===== src/rtl/hall_pkg.sv =====
// hall_pkg: hall code table, sector stepping helpers and run-state type for the hall interface
package hall_pkg;
  typedef enum logic [1:0] {IDLE, RAMP, RUN} state_t;
  localparam logic [5:0][2:0] HALL_TABLE = {3'b001, 3'b011, 3'b010, 3'b110, 3'b100, 3'b101};
  function automatic logic [2:0] hall_code(input logic [2:0] s);
    return s > 3'd5 ? HALL_TABLE[0] : HALL_TABLE[s];
  endfunction
  function automatic logic [2:0] next_sector(input logic [2:0] s);
    return s >= 3'd5 ? 3'd0 : s + 3'd1;
  endfunction
  function automatic logic [2:0] prev_sector(input logic [2:0] s);
    return s == 3'd0 ? 3'd5 : s - 3'd1;
  endfunction
endpackage


===== src/rtl/hall_step_timer.sv =====
// hall_step_timer: free-running step counter that strobes when the programmed period elapses
module hall_step_timer #(
  parameter int PERIOD_W = 16
) (
  input  logic                clk,
  input  logic                rst_n,
  input  logic                active,
  input  logic                clr,
  input  logic [PERIOD_W-1:0] period,
  output logic                step
);
  logic [PERIOD_W-1:0] timer;
  assign step = active && timer == period - PERIOD_W'(1);
  always_ff @(posedge clk or negedge rst_n)
    if (!rst_n) timer <= '0;
    else timer <= (!active || clr || step) ? '0 : timer + PERIOD_W'(1);
endmodule


===== src/rtl/hall_emulator.sv =====
// hall_emulator: synthesises BLDC hall codes with start-up ramp, direction and revolution count
module hall_emulator
  import hall_pkg::*;
#(
  parameter int PERIOD_W   = 16,
  parameter int RAMP_STEP  = 16,
  parameter int MIN_PERIOD = 2
) (
  input  logic                clk,
  input  logic                rst_n,
  input  logic                en,
  input  logic                dir,
  input  logic [PERIOD_W-1:0] start_period,
  input  logic [PERIOD_W-1:0] target_period,
  output logic [2:0]          H,
  output logic [2:0]          sector,
  output logic                step_pulse,
  output logic                at_speed,
  output logic [15:0]         rev_count
);
  localparam logic [PERIOD_W-1:0] RS = PERIOD_W'(RAMP_STEP);
  localparam logic [PERIOD_W-1:0] MP = PERIOD_W'(MIN_PERIOD);
  state_t state;
  logic [PERIOD_W-1:0] cur, tgt, ld_tgt, ld_cur, ramp_cur;
  logic [2:0] nsec;
  logic [15:0] rev_delta;
  logic step;
  hall_step_timer #(.PERIOD_W(PERIOD_W)) u_timer (
    .clk   (clk),
    .rst_n (rst_n),
    .active(state != IDLE),
    .clr   (!en),
    .period(cur),
    .step  (step)
  );
  always_comb begin
    ld_tgt    = target_period < MP ? MP : target_period;
    ld_cur    = start_period > ld_tgt ? start_period : ld_tgt;
    ramp_cur  = (cur - tgt > RS) ? cur - RS : tgt;
    nsec      = dir ? next_sector(sector) : prev_sector(sector);
    rev_delta = (dir && sector == 3'd5) ? 16'd1 : (!dir && sector == 3'd0) ? 16'hFFFF : 16'd0;
  end
  always_ff @(posedge clk or negedge rst_n)
    if (!rst_n) begin
      state      <= IDLE;
      cur        <= '0;
      tgt        <= '0;
      H          <= 3'b101;
      sector     <= 3'd0;
      step_pulse <= 1'b0;
      at_speed   <= 1'b0;
      rev_count  <= 16'd0;
    end else begin
      step_pulse <= step;
      if (step) begin
        sector    <= nsec;
        H         <= hall_code(nsec);
        rev_count <= rev_count + rev_delta;
      end
      // a step landing on the en=0 edge still completes above; only the state unwinds here
      case (state)
        IDLE: if (en) begin
          cur      <= ld_cur;
          tgt      <= ld_tgt;
          state    <= ld_cur > ld_tgt ? RAMP : RUN;
          at_speed <= ld_cur == ld_tgt;
        end
        RAMP: if (!en) begin
          state    <= IDLE;
          at_speed <= 1'b0;
        end else if (step) begin
          cur <= ramp_cur;
          if (ramp_cur == tgt) begin
            state    <= RUN;
            at_speed <= 1'b1;
          end
        end
        default: if (!en) begin
          state    <= IDLE;
          at_speed <= 1'b0;
        end
      endcase
    end
endmodule

===== config.mk =====
export PLATFORM = sky130hd
export DESIGN_NAME = hall_emulator
export DESIGN_NICKNAME = d
export VERILOG_FILES = /design/src/rtl/hall_pkg.sv /design/src/rtl/hall_step_timer.sv /design/src/rtl/hall_emulator.sv
export SDC_FILE = /design/constraint.sdc
export NUM_CORES = 1
export LEC_CHECK = 0
export ABC_CLOCK_PERIOD_IN_PS = 3190
export CAP_MARGIN = 20
export CELL_PAD_IN_SITES_DETAIL_PLACEMENT = 0
export CELL_PAD_IN_SITES_GLOBAL_PLACEMENT = 1
export CORE_UTILIZATION = 41
export CTS_CLUSTER_DIAMETER = 150
export DETAILED_ROUTE_END_ITERATION = 7
export MAX_ROUTING_LAYER = met4
export PLACE_DENSITY_LB_ADDON = 0.1
export SYNTH_ARGS = -nofsm -noshare
export SYNTH_HDL_FRONTEND = slang
export SYNTH_SLANG_ARGS = --single-unit

===== constraint.sdc =====
create_clock -name clk -period 3.19 [get_ports clk]
set_clock_uncertainty 0.15 [all_clocks]
set_input_delay 0.4785 -clock clk [delete_from_list [all_inputs] [get_ports clk]]
set_output_delay 0.4785 -clock clk [all_outputs]
set_load 0.005 [all_outputs]

==> results.md, run 1 <==
* Failing checks: setup timing
* Critical path class: in2reg
* Post-Syn Instances at 846
* Synth Register Bits at 74
* Die area at 18,060 sq um
* CP Depth at 20
* Delay-heaviest family, CP: compound AO/OA/AOI/OAI gates
* Syn_nets at 954
* Crit path from: start_period[8]
* Worst-Skew Late Latency at 0.35 ns
* Final hold vios at 0
* Drt via density at 5.391
* GRT Util Overall at 27.59%
* Layout Utilization at 63.43%
* Clock Pin Slew Worst Setup and Hold Paths at 0.06 ns
* MaxCap Viol Count at 0
* Placed insts at 1,303
* Final RePlAce weighted congestion at 0.8755
* RSZ-0062 raised after global routing: yes
* Area share of the largest cell type after synthesis at 25.07%
* Chip width at 134.4 um
* Hold path startpoint: rev_count[15]$_DFFE_PN0P_
* Via count at 7,283
* Critical path, cell by cell: clkdlybuf4s50_1 > ha_1 > a21o_1 > a21o_1 > a21oi_2 > o211ai_1 > o21ai_4 > buf_12 > buf_12 > mux2i_4 > ha_4 > nor2b_1 > o21ai_1 > nand2b_1 > a21oi_1 > o21ai_1 > a31o_2 > a21oi_2 > nor2_1 > o211a_1
* Syn Std Cell Area at 7187 sq um
* Layout Nets at 1,229
* Antenna cells at 0
* VDD IR max at 0.0004747 V
* Asr flop ratio synth at 100.0%
* Drt drc at 0
* Clock Tree Root: clkbuf_16
* Synth unique cells at 80
* Final Max Tran Viols at 0
* PortBufs at 59
* FILL cells at 1,471
* R2r worst-path depth at 12
* Ports at 60
* Antenna-violating nets left at 0
* Arrival time at the worst endpoint at 4.13 ns
* Avg Inst Size Synth at 8.495 sq um
* CP max stage delay at 0.44 ns
* Clock buffer depth at 2
* Vias in the first global route at 7,458
* Fin crit period at 4.043 ns
* Dpl hpwl at 17.97 mm
* GRT overflow at 0
* Final wirelength at 23.81 mm
* Layout Cells excl Fill at 1,351
* Buf/Inv on CP at 3
* First DRT Iteration DRCs at 303
* CP required at 3.28 ns
* H-tree levels at 3
* Max_slew headroom at 26.42%
* Hold Crit Depth at 1
* Largest net degree at the start of global routing at 75
* DR WL/cell at 17.63 um
* First-pass DRT Iterations at 4
* Total CTS buffers at 9
* Initial antenna violation count at 0
* R2r startpoint: tgt[0]$_DFFE_PN0P_
* EDFF count, synth at 0
* FMAX at 247.3 MHz
* Worst-Margin Slew at 1.100 ns
* Status: finished, violations left
* CTS tree: built
* Total power at 7430 uW
* Min-Delay Path Class: reg2reg
* CP Capture Type: flop
* Fin crit share at 126.8%
* Worst-path maximum fanout at 7
* Place WS at -1.598 ns
* CP max-delay cell: clkdlybuf4s50_1
* Register area share after synthesis at 25.80%
* Core Footprint at 17,180 sq um
* Growth of design area from synthesis to finish at 51.58%
* Initial Util at 41.84%
* Row count at 48
* Die Ht at 134.4 um
* CP Launch Type: input port
* Pleak at 0.004924 uW
* First-pass GRT wire length at 37.87 mm
* Prevailing post-synth register cell: dfrtp_1
* Area contributors post-synth: dfrtp_1 25%, ha_1 12%, xnor2_1 5.5%, o21ai_0 4.2%, xor2_1 3.9%
* Clk sinks at 74
* Setup violators final at 19
* Post-synth top area cell: dfrtp_1
* Layout cells sized above 1 at 36.77%
* Yosys Warn Count at 0
* Post-layout worst setup margin at -0.8534 ns
* Pwr dens at 682.0 nW/um^2
final cells by class:
class	instances	area [sq um]	share of cell area [%]
flip-flops and latches	74	1854	17.02
multi-input cells	681	5669	52.04
repair buffers	298	2561	23.51
clock inverters	4	50.05	0.4594
clock buffers	12	256.5	2.354
well taps	225	281.5	2.584
inverters	57	221.5	2.033
flip-flops by register name (all words and copies together) (netlist names):
register and flops:
state 2, step_pulse 1, H 3, u_timer.timer 16, rev_count 16, at_speed 1, tgt 16, sector 3
cur 16
synth_stat cells, drive strengths merged, types with 13 or more instances:
cell type / count
dfrtp: 72
nor3: 21
nor2b: 18
xnor2: 45
nand4: 17
buf: 14
a21oi: 39
inv: 57
mux2: 25
nand2: 75
o211ai: 14
o21ai: 62
clkbuf: 20
nand3: 37
xor2: 32
a21o: 13
ha: 70
nor2: 55
final timing paths:
check / to / slack, ns
hold reg to reg: rev_count[15]$_DFFE_PN0P_ / 0.32
setup reg to reg: cur[5]$_DFFE_PN0P_ / -0.52
setup / recovery: state[0]$_DFFE_PN0P_ / -0.85
max in group asynchronous: H[2]$_DFFE_PN1P_ / 1.79
hold / removal: rev_count[15]$_DFFE_PN0P_ / 0.32
min in group asynchronous: tgt[12]$_DFFE_PN0P_ / 0.45
layer usage:
metal,vias to the layer above,share of wire [%],GRT usage (%),wire length [um]
met1,3511,47,35.41,11110
met3,29,2.8,2.683,676
met5,-,0,-,0
met4,0,1.9,8.427,454
li1,3609,-,-,-
met2,134,49,45.85,11570
stage by stage:
stage / area, sq um / hold WS, ns / setup TNS (ns)
after floorplan: 7392 / 0.03291 / -3.524
final: 10890 / 0.3205 / -9.401
after detailed placement: 9681 / 0.3151 / -14.68
after global placement: 9681 / 0.3045 / -13.33
after global routing: 10890 / 0.3442 / -11.51
after CTS: 10410 / 0.2045 / -8.903
cells by family after synthesis:
family	count (synthesis)	share of synthesized area, %
DFF	74	25.80
and+or+nand+nor	292	21.50
buffers and inverters	91	5.292
muxes	36	5.449
adders and majority gates	72	12.74
xor gates and xnor gates	78	9.697
AOI/OAI and AO/OA	203	19.52
where the power goes:
| group | leakage (uW) | switching [uW] | internal [uW] |
|---|---|---|---|
| Sequential | 0.000887 | 180 | 1130 |
| Combinational | 0.00389 | 2570 | 2490 |
| Clock | 0.000145 | 416 | 648 |
cells in the final DEF, fill, tap and decap left out, types with 7 or more instances in the layout:
| cell | n |
|---|---|
| nand3_1 | 35 |
| ha_1 | 54 |
| a21oi_1 | 33 |
| o21ai_1 | 10 |
| nand4_1 | 16 |
| xnor2_1 | 43 |
| a21o_1 | 13 |
| nor2b_1 | 15 |
| buf_12 | 8 |
| clkdlybuf4s50_1 | 42 |
| a211oi_1 | 9 |
| nand2_1 | 72 |
| buf_6 | 10 |
| nor3_1 | 15 |
| mux2_2 | 13 |
| mux2_4 | 11 |
| o211ai_2 | 10 |
| ha_4 | 14 |
| nor2_1 | 53 |
| nand2b_1 | 7 |
| inv_1 | 51 |
| o21ai_0 | 47 |
| buf_4 | 220 |
| nand3b_1 | 7 |
| xor2_1 | 31 |
| clkbuf_16 | 12 |
| dfrtp_1 | 72 |
| and3_1 | 9 |
timing repair:
item | in CTS | in global routing
hold buffers | 0 | 1
gates resized for setup | 106 | 76
setup buffers | 23 | 9
setup endpoints to repair | 28 | 57
hold endpoints to repair | 0 | 23
pin swaps | 44 | 56
cloned | 1 | 2
(Power assumes the default switching activity.)
==> run 2: changes to the inputs <==
- CORE_ASPECT_RATIO: unset -> 1.25
==> run 2 against run 1 <==
  * The flow still finishes with violations (setup timing)
  * Count of clock-buffer cells in the layout down 2
  * Fmax up 0.47%
  * Critical path type unchanged
  * Combinational power up 0.8%
  * Critical endpoint unchanged
  * Utilization up 2.1 points
  * Wire length down 0.96%
==> results.md, run 2 (synthesized netlist as in run 1, its figures left out) <==
* Drt via density at 5.469 (+1.4%)
* DR WL/cell at 17.19 um (-2.5%)
* PortBufs at 59 (unchanged)
* Place WS at -1.756 ns (-0.1577 ns)
* Total CTS buffers at 9 (unchanged)
* Worst-Margin Slew at 0.9855 ns (-0.1142 ns)
* Growth of design area from synthesis to finish at 54.74%
* Placed insts at 1,309 (+0.46%)
* H-tree levels at 3 (unchanged)
* Min-Delay Path Class: in2async
* Clock Pin Slew Worst Setup and Hold Paths at 0.06 ns (about the same)
* CP max-delay cell: mux2_4
* Core Footprint at 16,980 sq um (-1.2%)
* CP required at 3.27 ns (about the same)
* GRT overflow at 0 (unchanged)
* Clk sinks at 74 (unchanged)
* RSZ-0062 raised after global routing: yes
* Vias in the first global route at 7,630 (+2.3%)
* Largest net degree at the start of global routing at 75 (unchanged)
* Critical path, cell by cell: buf_6 > nor4_4 > nand4_1 > nor2b_4 > ha_4 > nor2b_4 > o21ai_2 > a21o_1 > a21oi_2 > o21ai_4 > buf_8 > mux2_4 > ha_4 > a21o_1 > a21o_1 > a21oi_2 > nor2_4 > a211oi_2 > nor2_1 > a21oi_2 > nor2_1 > o211a_1
* Dpl hpwl at 18.00 mm (+0.20%)
* Initial Util at 42.33% (+0.49 points)
* VDD IR max at 0.0004884 V (+2.9%)
* CP Capture Type: flop
* CTS Hold Bufs at 0 (unchanged)
* Drt drc at 0 (unchanged)
* Layout Cells excl Fill at 1,372 (+1.6%)
* Status: finished, violations left
* Row count at 53 (+10%)
* Worst-path maximum fanout at 7 (unchanged)
* Clock buffer depth at 2 (unchanged)
* Layout Utilization at 65.51% (+2.1 points)
* Pwr dens at 691.9 nW/um^2 (+1.5%)
* Layout cells sized above 1 at 38.54% (+1.8 points)
* Fin crit period at 4.024 ns (-0.01896 ns)
* Worst-Skew Late Latency at 0.35 ns (about the same)
* Via count at 7,503 (+3.0%)
* Final Max Tran Viols at 0 (unchanged)
* CTS tree: built
* Post-layout worst setup margin at -0.8345 ns (+0.01896 ns)
* Hold Worst Slack at 0.1275 ns (-0.1930 ns)
* Final RePlAce weighted congestion at 0.9977 (+14%)
* Chip width at 120.4 um (-10%)
* Antenna cells at 0 (unchanged)
* Arrival time at the worst endpoint at 4.11 ns (-0.02 ns)
* GRT Util Overall at 26.67% (-0.92 points)
* Layout Nets at 1,255 (+2.1%)
* Die Ht at 150.0 um (+12%)
* Critical path class: in2reg
* CP max stage delay at 0.33 ns (-0.11 ns)
* CP Launch Type: input port
* Final wirelength at 23.58 mm (-0.96%)
* MaxCap Viol Count at 0 (unchanged)
* Fin crit share at 126.2% (-0.59 points)
* Ports at 60 (unchanged)
* FMAX at 248.5 MHz (+0.47%)
* Pleak at 0.005096 uW (+3.5%)
* Final hold vios at 0 (unchanged)
* Die area at 18,070 sq um (about the same)
* Initial antenna violation count at 0 (unchanged)
* Setup violators final at 19 (unchanged)
* FILL cells at 1,416 (-3.7%)
* Antenna-violating nets left at 0 (unchanged)
* First DRT Iteration DRCs at 403 (+33%)
* First-pass DRT Iterations at 5 (+1)
* Failing checks: setup timing
* Highest-count cells in the layout ignoring fill and taps: 243 x buf_4, 73 x nand2_1, 71 x dfrtp_1, 54 x ha_1, 53 x nor2_1
* Max_slew headroom at 34.30% (+7.9 points)
* Clock Tree Root: clkbuf_16
* First-pass GRT wire length at 37.00 mm (-2.3%)
* Most common cell after layout, fill and taps aside: buf_4
==> run 2: changes by cell type in the layout (fill, tap and decap cells not counted), moves of 3 or more <==
cell       previous run  this run
buf_4               220       243
a21oi_1              33        29
mux2_2               13        10
mux2_4               11        15
o21ai_0              47        44
a21oi_2               6         9
buf_6                10        17
bufinv_16             1         4
==> run 2: through the flow <==
step / power [uW] / area (sq um) / TNS, ns
detailed placement: 5788 / 9769 / -15.80
global placement: 5689 / 9769 / -13.74
floorplan: 3902 / 7392 / -3.524
CTS: 7337 / 10600 / -10.83
finish: 7694 / 11120 / -10.33
global route: 8162 / 11120 / -13.74
==> run 2: path summary, 6_finish.rpt <==
check | startpoint | end | slack, ns | depth (start not counted)
min | rst_n | rev_count[1]$_DFFE_PN0P_ | 0.13 | 1
max | target_period[4] | state[0]$_DFFE_PN0P_ | -0.83 | 22
max reg2reg | tgt[0]$_DFFE_PN0P_ | cur[8]$_DFFE_PN0P_ | -0.60 | 13
max in group asynchronous | rst_n | cur[5]$_DFFE_PN0P_ | 2.05 | 1
min in group clk | target_period[11] | tgt[11]$_DFFE_PN0P_ | 0.31 | 4
min reg2reg | H[2]$_DFFE_PN1P_ | H[2]$_DFFE_PN1P_ | 0.32 | 2
==> run 2: layout make-up <==
| type | count | area [sq um] | share of cell area (%) |
|---|---|---|---|
| multi-input cells | 681 | 5668 | 50.97 |
| repair buffers | 324 | 2739 | 24.63 |
| flip-flops and latches | 74 | 1856 | 16.69 |
| well taps | 220 | 275.3 | 2.475 |
| clock buffers | 10 | 229.0 | 2.059 |
| inverters | 57 | 216.5 | 1.946 |
| clock inverters | 6 | 137.6 | 1.238 |
==> run 2: worst max-delay path: cells and delay by family <==
family / cells / cell delay (ns)
mux: 1 / 0.33
simple gates: 7 / 1.01
fa+ha+maj: 2 / 0.50
buf+inv: 2 / 0.26
compound gates: 10 / 1.52
==> run 2: what timing repair did <==
item                                    4_1_cts  5_1_grt
endpoints found under the setup margin       25       47
pin swaps                                    50       65
gates resized for setup                     111       92
gates cloned                                  1        2
setup buffers                                25       26
==> run 2: where the power goes <==
| group | leakage (uW) | switching (uW) | internal, uW | total [uW] |
|---|---|---|---|---|
| Clock | 0.000177 | 424 | 848 | 1270 |
| Combinational | 0.00403 | 2510 | 2590 | 5100 |
| Sequential | 0.000886 | 192 | 1130 | 1320 |
==> run 2: layer usage <==
| metal | share of wire [%] | global-route usage (%) | routed length [um] | vias to the layer above |
|---|---|---|---|---|
| met5 | 0 | - | 0 | - |
| met4 | 4.5 | 12.78 | 1054 | 0 |
| met3 | 3.0 | 3.125 | 716 | 54 |
| met2 | 53 | 48.74 | 12460 | 208 |
| met1 | 40 | 28.45 | 9357 | 3578 |
| li1 | - | - | - | 3663 |
